## config.mk

```make
export PLATFORM = sky130hd
export DESIGN_NAME = fetch_window
export DESIGN_NICKNAME = d
export VERILOG_FILES = /design/src/rtl/misc64_pkg.sv /design/src/rtl/fetch_queue.sv /design/src/rtl/fetch_window.sv
export SDC_FILE = /design/constraint.sdc
export NUM_CORES = 2
export LEC_CHECK = 0
export CAP_MARGIN = 20
export CORE_MARGIN = 2
export CORE_UTILIZATION = 60
export CTS_BUF_LIST = sky130_fd_sc_hd__clkbuf_4
export DETAILED_ROUTE_END_ITERATION = 10
export DONT_BUFFER_PORTS = 1
export HOLD_SLACK_MARGIN = 0.1
export PLACE_DENSITY = 0.72
export SLEW_MARGIN = 20
export SYNTH_ARGS = -nofsm -noshare
export SYNTH_HDL_FRONTEND = slang
export SYNTH_HIERARCHICAL = 1
export SYNTH_SLANG_ARGS = --single-unit
```

## constraint.sdc

```tcl
create_clock -name clk -period 8.74 [get_ports clk]
set_input_delay 2.622 -clock clk [delete_from_list [all_inputs] [get_ports clk]]
set_output_delay 2.622 -clock clk [all_outputs]
set_load 0.01 [all_outputs]
```

## src/rtl/misc64_pkg.sv

```systemverilog
// Shared MISC64 instruction-format definitions used by fetch and decode.
package misc64_pkg;

  localparam int unsigned LONG_W   = 64;
  localparam int unsigned CIMM_LSB = 0;   // compare-immediate field [1:0]
  localparam int unsigned OIMM_LSB = 62;  // operand-immediate field [63:62]
  localparam int unsigned WIN_N    = 5;   // longs presented to the decoder
  localparam int unsigned LEN_W    = 4;

  // Instruction length in longs (1..5) from its first long.
  function automatic logic [LEN_W-1:0] inst_length(input logic [LONG_W-1:0] l);
    logic [1:0] w_c;
    logic [1:0] w_o;
    w_c = l[CIMM_LSB +: 2];
    w_o = l[OIMM_LSB +: 2];
    return LEN_W'(1) + LEN_W'(w_c[0]) + LEN_W'(w_c[1])
                     + LEN_W'(w_o[0]) + LEN_W'(w_o[1]);
  endfunction

endpackage

```

## src/rtl/fetch_queue.sv

```systemverilog
// Circular long buffer: one write port, five read taps at head+0..4,
// variable-length pop. Taps beyond the current count read as zero.
module fetch_queue
  import misc64_pkg::*;
#(
  parameter int unsigned DEPTH = 8,
  localparam int unsigned PTR_W = $clog2(DEPTH),
  localparam int unsigned CNT_W = PTR_W + 1
) (
  input  logic                         clk,
  input  logic                         rst_n,
  input  logic                         i_clear,
  input  logic                         i_push,
  input  logic [LONG_W-1:0]            i_wdata,
  input  logic                         i_pop,
  input  logic [LEN_W-1:0]             i_pop_len,
  output logic [WIN_N-1:0][LONG_W-1:0] o_taps,
  output logic [CNT_W-1:0]             o_count
);

  logic [LONG_W-1:0] r_mem [DEPTH];
  logic [PTR_W-1:0]  r_head;
  logic [PTR_W-1:0]  r_tail;
  logic [CNT_W-1:0]  r_count;

  // Head/tail pointers and occupancy; clear wins over push and pop.
  always_ff @(posedge clk or negedge rst_n) begin
    if (!rst_n) begin
      r_head  <= '0;
      r_tail  <= '0;
      r_count <= '0;
    end else if (i_clear) begin
      r_head  <= '0;
      r_tail  <= '0;
      r_count <= '0;
    end else begin
      if (i_push) r_tail <= r_tail + PTR_W'(1);
      if (i_pop)  r_head <= r_head + PTR_W'(i_pop_len);
      r_count <= r_count + CNT_W'(i_push) - (i_pop ? CNT_W'(i_pop_len) : '0);
    end
  end

  // Entry storage; contents outside head..head+count-1 are never observed.
  always_ff @(posedge clk) begin
    if (i_push && !i_clear) r_mem[r_tail] <= i_wdata;
  end

  // Read taps wrap modulo DEPTH; taps past the occupancy are forced to zero.
  always_comb begin
    o_taps = '0;
    for (int unsigned i = 0; i < WIN_N; i++) begin
      if (CNT_W'(i) < r_count) o_taps[i] = r_mem[r_head + PTR_W'(i)];
    end
  end

  assign o_count = r_count;

  // Occupancy must never underflow or overflow.
  always_ff @(posedge clk) begin
    if (rst_n && !i_clear) begin
      assert (!i_pop || (CNT_W'(i_pop_len) <= r_count));
      assert (!i_push || i_pop || (r_count < CNT_W'(DEPTH)));
    end
  end

endmodule

```

## src/rtl/fetch_window.sv

```systemverilog
// Instruction fetch window: credit-limited sequential fetch into a circular
// queue, five-long window to the decoder, flush with stale-response discard.
module fetch_window
  import misc64_pkg::*;
#(
  parameter int unsigned       DEPTH    = 8,
  parameter logic [LONG_W-1:0] RESET_PC = '0
) (
  input  logic                         clk,
  input  logic                         rst_n,
  input  logic                         flush,
  input  logic [LONG_W-1:0]            flush_pc,
  output logic                         req_valid,
  output logic [LONG_W-1:0]            req_addr,
  input  logic                         req_ready,
  input  logic                         rsp_valid,
  input  logic [LONG_W-1:0]            rsp_data,
  output logic [WIN_N-1:0][LONG_W-1:0] longs,
  output logic                         win_valid,
  output logic [LEN_W-1:0]             win_len,
  output logic [LONG_W-1:0]            win_pc,
  input  logic                         win_ready
);

  localparam int unsigned CNT_W = $clog2(DEPTH) + 1;

  logic [LONG_W-1:0] r_fetch_pc;
  logic [LONG_W-1:0] r_win_pc;
  logic [CNT_W-1:0]  r_outst;
  logic [CNT_W-1:0]  r_discard;

  logic [CNT_W-1:0]  w_count;
  logic [LEN_W-1:0]  w_len;
  logic              w_win_valid;
  logic              w_credit_ok;
  logic              w_fire;
  logic              w_push;
  logic              w_pop;

  fetch_queue #(.DEPTH(DEPTH)) u_queue (
    .clk       (clk),
    .rst_n     (rst_n),
    .i_clear   (flush),
    .i_push    (w_push),
    .i_wdata   (rsp_data),
    .i_pop     (w_pop),
    .i_pop_len (w_len),
    .o_taps    (longs),
    .o_count   (w_count)
  );

  assign w_len       = inst_length(longs[0]);
  assign w_win_valid = (w_count >= CNT_W'(w_len));
  assign w_credit_ok = ({1'b0, w_count} + {1'b0, r_outst}) < (CNT_W + 1)'(DEPTH);
  assign req_valid   = rst_n && !flush && w_credit_ok;
  assign req_addr    = r_fetch_pc;
  assign w_fire      = req_valid && req_ready;
  assign w_push      = rsp_valid && !flush && (r_discard == '0);
  assign w_pop       = w_win_valid && win_ready && !flush;

  assign win_valid   = w_win_valid;
  assign win_len     = w_len;
  assign win_pc      = r_win_pc;

  // Fetch/window PCs and in-flight accounting; flush overrides everything.
  always_ff @(posedge clk or negedge rst_n) begin
    if (!rst_n) begin
      r_fetch_pc <= RESET_PC;
      r_win_pc   <= RESET_PC;
      r_outst    <= '0;
      r_discard  <= '0;
    end else if (flush) begin
      r_fetch_pc <= flush_pc;
      r_win_pc   <= flush_pc;
      r_outst    <= r_outst - CNT_W'(rsp_valid);
      // Stale entries are a subset of outst, so every fetch still in flight
      // after this cycle's response becomes stale (covers repeated flushes).
      r_discard  <= r_outst - CNT_W'(rsp_valid);
    end else begin
      if (w_fire) r_fetch_pc <= r_fetch_pc + LONG_W'(8);
      if (w_pop)  r_win_pc   <= r_win_pc + LONG_W'({w_len, 3'b000});
      r_outst <= r_outst + CNT_W'(w_fire) - CNT_W'(rsp_valid);
      if (rsp_valid && (r_discard != '0)) r_discard <= r_discard - CNT_W'(1);
    end
  end

  // Credit and response accounting must stay within bounds.
  always_ff @(posedge clk) begin
    if (rst_n) begin
      assert (!rsp_valid || (r_outst != '0));
      assert (r_discard <= r_outst);
      assert (({1'b0, w_count} + {1'b0, r_outst}) <= (CNT_W + 1)'(DEPTH));
    end
  end

endmodule

```

; ---- Word-level counts from Yosys, hierarchy flattened
; Memories as Yosys holds them, arrays and structs flattened.
; Cells that the tools add are included.
[totals]
reg_bits = 146
out_inout_bits = 454
mem_count = 1
latch_bits = 0
inputBits = 134
romBits = 0
word_cells = 70
ramBits = 512
[mem_list]
columns = memory, depth, width, rd, rd_clocked_by_memory_dff, write_ports, line_no
row1 = u_queue.r_mem, 8, 64, 5, 0, 1, fetch_queue.sv:21  ; logic [LONG_W-1:0] r_mem [DEPTH];
[classes]
n_eq_ne = 0
n_lt_le_gt_ge = 7
multipliers = 0
n_shift = 0
bitwise_logic = 0
add_sub_neg = 19
mux = 20
n_div = 0
n_reduce_logical = 16
[ops]
columns = cell, n
row1 = 64-bit two-way mux, 9
row2 = 64-bit by 4-bit adder with 64-bit output (second input constant), 1
row3 = 64-bit by 7-bit adder with 64-bit output, 1
row4 = 4-bit two-way mux, 5
row5 = 4-bit by 1-bit adder with 4-bit output, 3
row6 = 3-bit two-way mux, 4
row7 = 1-bit logical AND, 9
row8 = 1-bit by 4-bit less-than comparator with 1-bit output (first input constant), 2
row9 = 2-bit by 4-bit less-than comparator with 1-bit output (first input constant), 2
row10 = 2-bit nonzero test, 4
row11 = 4-bit by 1-bit subtractor with 4-bit output, 2
row12 = 3-bit by 1-bit adder with 3-bit output (second input constant), 2
row13 = 3-bit by 2-bit adder with 3-bit output (second input constant), 2
row14 = 4-bit by 4-bit adder with 5-bit output, 1
row15 = 5-bit by 4-bit less-than comparator with 1-bit output (second input constant), 1
row16 = 3-bit by 1-bit adder with 4-bit output, 1
row17 = 4-bit >= comparator, 1
row18 = 4-bit zero test, 1
row19 = 3-bit by 4-bit less-than comparator with 1-bit output (first input constant), 1
row20 = 4-bit nonzero test, 1
row21 = 4-bit by 1-bit subtractor with 4-bit output (second input constant), 1
row22 = 4-bit subtractor, 1
row23 = 2-bit by 1-bit adder with 3-bit output, 1
row24 = 3-bit adder, 1
row25 = 4 further kinds, 5

; ---- Depth between registers and ports, before layout
[logic_depth]
depth_word = 12
mapped_depth = 24
depth_no_buf = 21

; ---- Modules after synthesis
; Netlist, hierarchy kept.
[modules_own_cells]
columns = mod, n_inst, cells_each, seq_area_each_um2, area_per_inst_um2
row1 = fetch_queue, 1, 2090, 15625.0, 32288.5
row2 = fetch_window, 1, 946, 3403.3, 8261.7

; ---- Worst setup path before layout
; OpenSTA, ideal clock, no wires.
[synth_path]
path_kind = input -> register
start = input port flush
end = memory u_queue.r_mem[4][0] (enable)
t_required_ps = 8095
setup_ps = 645
setup_slack_ps = -1777
path_stages = 7
arrival_time_ps = 9873
path_buffers = 4
cell_sequence = clkbuf_1 > clkbuf_1 > clkbuf_1 > nor3_1 > clkbuf_1 > nand2_1 > nor4_1
[synth_between]
elab_chain_len = 6
[synth_lines]
columns = item, line_no
row1 = start: declaration, fetch_window.sv:11  ; input logic flush,
row2 = 1-bit zero test, fetch_window.sv:58  ; assign w_push = rsp_valid && !flush && (r_discard == '0);
row3 = 1-bit logical AND (2 in series), fetch_window.sv:58
row4 = net w_push, fetch_window.sv:37  ; logic w_push;
row5 = 1-bit logical AND, fetch_queue.sv:45  ; if (i_push && !i_clear) r_mem[r_tail] <= i_wdata;
row6 = 1-bit two-way mux, fetch_queue.sv:45
row7 = 1-bit two-way mux (not written as such), fetch_queue.sv:45
row8 = end: declaration, fetch_queue.sv:21
; The timed path passes the listed nets, and every way through them passes these cells.

==> out/metrics.sh <==
CRIT_PATH_MAX_FANOUT=36
SLEW_VIOL_FINAL=0
CRITICAL_PATH.SLOWEST_CELL='sky130_fd_sc_hd__nor2_4'
CRITICAL_PATH_BUF_INV_COUNT=4
HOLD_START='r_outst[3]'
IO_BUFFER_COUNT=0
ROUTE.DETAILED.DRC=0
WHS_PATH_DEPTH=1
CRIT_START='u_queue/o_count[1]'
DRTPASS1ITERATIONS=5
SYNTH.DISTINCT_CELLS=72
NUM_VIAS=29500
MAXCAPVIOLATIONS=0
OUTCOME='completed'
MAPPEDNETLISTAREA_MM2=0.0406
GRT_UTIL_ALL_LAYERS=0.357
DIEAREA_MM2=0.0697
TIMING.CRITICAL_PATH.ARRIVAL_NS=5.93
CLK_PATH_BUF_DEPTH=3
PERIOD_SHARE=0.979
PIN_COUNT=588
INITIAL_CORE_UTIL=0.605
POSTCTSHOLDBUFS=0
TIMING.CRITICAL_PATH.MAX_DELAY_FAMILY='simple AND/OR/NAND/NOR gates'
CRIT_PATH_FREQUENT_CELL='sky130_fd_sc_hd__inv_1'
POST-LAYOUT-TOTAL-POWER_uW=14000
SYNTH_LARGEST_TYPE_AREA_FRACTION=0.379
TOTAL_NEGATIVE_SLACK_FOR_SETUP_CHECKS_NS=0
CLOCK_TREE_FROM_TRITONCTS='yes'
STARTPOINT_TYPE='flip-flop'
FINAL-INSTANCE-COUNT-EXCL-FILL=4043
RSZ_0062_RAISED_AFTER_GLOBAL_ROUTING='no'
FIRST_GLOBAL_VIAS=29400
LARGEST_CELLS_BY_AREA_AFTER_SYNTHESIS='sky130_fd_sc_hd__edfxtp_1 (38%), sky130_fd_sc_hd__mux4_2 (14%), sky130_fd_sc_hd__mux2i_1 (9.6%)'
CRIT_PATH_END_KIND='output port'
CRITICALPATHCATEGORY='flip-flop to output port'
SKEW_NS=0.0901
CTS_SINKS=658
LAYOUT.CORE_UTILIZATION=0.645
SYNTH_EDF_COUNT=512
FINALHOLDVIOLATIONS=0
PLACE.DETAILED.INSTANCES=3716
PATH_CLK_SLEW_NS=0.07
CRITICAL_PATH.REG2REG.STARTPOINT='u_queue/o_count[1]'
GRT_START_MAX_NET_PINS=157
WORST_R2R_DST='u_queue/o_count[3]'
CLOCK_INSERTION_DELAY_WORST_SKEW_NS=1.03
DESIGN.CORE.AREA_MM2=0.0670
FIN_NETS=3190
FLOORPLAN.ROWS=95
YS_ASYNC_SR_FRACTION=0.222
GRT_OVERFLOW=0
DRIVE_ABOVE_1_SHARE=0.249
WHS_ENDPOINT='r_outst[3]'
YS_DOMINANT_REG_CELL='sky130_fd_sc_hd__edfxtp_1'
PLACE_CONGESTION=0.952
POST_CTS.REPAIR.SETUP_BUFFERS=0
WIRELENGTH_MM=127
DIEHEIGHT_UM=264
DRT-WIRELENGTH-PER-CELL_UM=31.4
SYNTH_SEQ_CELLS=658
HOLD_PATH.CLASS='flip-flop to flip-flop'
SYNTH_AREA_LEADER_CELL='sky130_fd_sc_hd__edfxtp_1'
LAYOUT_MIN_CYCLE_TIME_NS=8.56
POSTCTSRESIZEDCELLS=0
P_LEAK_uW=0.0139
CTS-BUFFERS-INSERTED=175
CRITPATHMAXSTAGEDELAY_NS=0.90
R2R_SETUP_SLACK_NS=1.61
SYNTH.YOSYS.WARNINGS=6
CRIT_REQUIRED_NS=6.12
WORSTPATHCELLLIST='nor4_1 > nor2_4 > buf_4 > a22o_1 > inv_1 > fa_1 > inv_1 > ha_1 > inv_1 > ha_1 > nand2_1 > o21ai_2'
SYN_AREA_PER_CELL_UM2=13.4
YOSYSSEQAREASHARE=0.469
TIMING.FINAL.SETUP_VIOLATIONS=0
INITIAL_ANTENNA_VIOLATION_COUNT=5
SYN2LAYOUT_AREA_GROWTH_PCT=6.56
POWER.IR.VDD_WORST_V=0.000319
MAXIMUM_CLOCK_FREQUENCY_MHz=117
DP_HPWL_MM=77.9
CLOCK_TREE.ROOT_CELL='sky130_fd_sc_hd__clkbuf_4'
CHIPWIDTH_UM=264
FIRST_ITER_VIOLATIONS=2784
SYNTH_CELLS=3036
VIAS_PER_CELL=7.30
WORSTMARGINPINSLEW_NS=1.15
FINAL.HOLD.WORST_SLACK_NS=0.529
MAX-SLEW-MARGIN-REL=0.230
WORST_R2R_PATH_DEPTH=20
PWR_DENSITY_CELL_mW_PER_MM2=325
GRT_PASS1_WL_MM=186
ANTENNA_VIOLATING_NETS_POST_ROUTE=0
CTSHTREEMAXLEVEL=4
[state kept, by name, summed over array words and instances (netlist names)]
signal	count
u_queue/o_count	4
r_discard	4
u_queue/r_head	3
r_outst	4
req_addr	64
win_pc	64
u_queue/r_mem	512
u_queue/r_tail	3
[Yosys cell counts (3+ instances only)]
cell / number
sky130_fd_sc_hd__edfxtp_1: 512
sky130_fd_sc_hd__mux2i_1: 388
sky130_fd_sc_hd__mux4_2: 258
sky130_fd_sc_hd__mux2_2: 151
sky130_fd_sc_hd__dfrtp_1: 146
sky130_fd_sc_hd__a22o_1: 129
sky130_fd_sc_hd__inv_1: 129
sky130_fd_sc_hd__o22a_1: 128
sky130_fd_sc_hd__nand2_1: 127
sky130_fd_sc_hd__a21oi_1: 90
sky130_fd_sc_hd__clkbuf_1: 88
sky130_fd_sc_hd__o21ai_0: 80
sky130_fd_sc_hd__buf_2: 77
sky130_fd_sc_hd__nand3_1: 70
sky130_fd_sc_hd__nor2_1: 68
sky130_fd_sc_hd__o22ai_1: 64
sky130_fd_sc_hd__o2bb2ai_1: 64
sky130_fd_sc_hd__xnor2_1: 60
sky130_fd_sc_hd__buf_4: 36
sky130_fd_sc_hd__buf_6: 36
sky130_fd_sc_hd__nor3_1: 36
sky130_fd_sc_hd__nand4_1: 34
sky130_fd_sc_hd__ha_1: 30
sky130_fd_sc_hd__nor4_1: 25
sky130_fd_sc_hd__xor2_1: 25
sky130_fd_sc_hd__and3_1: 17
sky130_fd_sc_hd__o211ai_1: 16
sky130_fd_sc_hd__o311ai_0: 14
sky130_fd_sc_hd__a31oi_1: 12
sky130_fd_sc_hd__and4_1: 11
sky130_fd_sc_hd__and2_1: 9
sky130_fd_sc_hd__buf_1: 9
sky130_fd_sc_hd__nand2b_1: 8
sky130_fd_sc_hd__nor2b_1: 8
sky130_fd_sc_hd__or3_1: 8
sky130_fd_sc_hd__or4_1: 7
sky130_fd_sc_hd__fa_1: 5
sky130_fd_sc_hd__a211oi_1: 4
sky130_fd_sc_hd__a21boi_0: 3
sky130_fd_sc_hd__a21o_1: 3
sky130_fd_sc_hd__nand4b_1: 3
sky130_fd_sc_hd__nor4_2: 3
sky130_fd_sc_hd__o21a_1: 3
sky130_fd_sc_hd__or4_4: 3
[cell families (layout without fill, tap and decap cells)]
logic type,Yosys count,in the layout,share of synthesized area
AOI/OAI and AO/OA,630,630,0.115
xor gates and xnor gates,85,85,0.0184
adders and majority gates,35,35,0.0117
buffers and inverters,377,502,0.0474
DFF,658,658,0.469
muxes,797,797,0.281
other,1,10,0.0000925
and+or+nand+nor,453,453,0.0577
[cell type report]
cell class                 instances  area (um2)
fill                            4928       23800
multi-input combinational       2002       19800
sequential                       658       19000
clock buffer                     262        1970
tap                              873        1090
timing repair buffer              55         495
inverter                         129         484
clock inverter                    56         315
antenna                            8        20.0
[how the worst max path moves through the flow]
| stage | endpoint | slack (ns) | cells past startpoint |
|---|---|---|---|
| 2_1_floorplan | u_queue/r_mem[5][0] | -0.002 | 7 |
| 3_3_place_gp | win_valid | 1.38 | 12 |
| 3_5_place_dp | win_valid | 1.27 | 12 |
| 4_1_cts | win_valid | 0.18 | 12 |
| 5_1_grt | win_valid | 0.002 | 12 |
| 6_report | win_valid | 0.18 | 12 |
[report_power, final]
part | total, uW | internal (uW) | leakage, uW | switching (uW)
Clock | 2750 | 1460 | 0.00137 | 1290
Combinational | 7510 | 2910 | 0.00621 | 4600
Sequential | 3790 | 3490 | 0.00636 | 299
[stage by stage]
step	setup WS, ns	instance area, um2
2_1_floorplan	-0.00201	40600
3_3_place_gp	1.38	40900
3_5_place_dp	1.27	40900
4_1_cts	0.175	43200
5_1_grt	0.00180	43200
6_report	0.184	43200
[layer usage]
layer	up-vias	part of all wire	GRT usage
met1	14900	0.36	0.433
met2	1904	0.47	0.558
li1	12300	-	-
met5	-	0.00012	0
met3	445	0.12	0.131
met4	2	0.052	0.193
[placed cells by master, fill, tap and decap left out, drive strengths merged, types with 92 or more instances in the layout]
master,n
a21oi,92
a22o,129
clkbuf,262
dfrtp,146
edfxtp,512
inv,132
mux2,151
mux2i,388
mux4,258
nand2,127
o22a,128
Note: power is estimated with default switching activity, not from simulation.
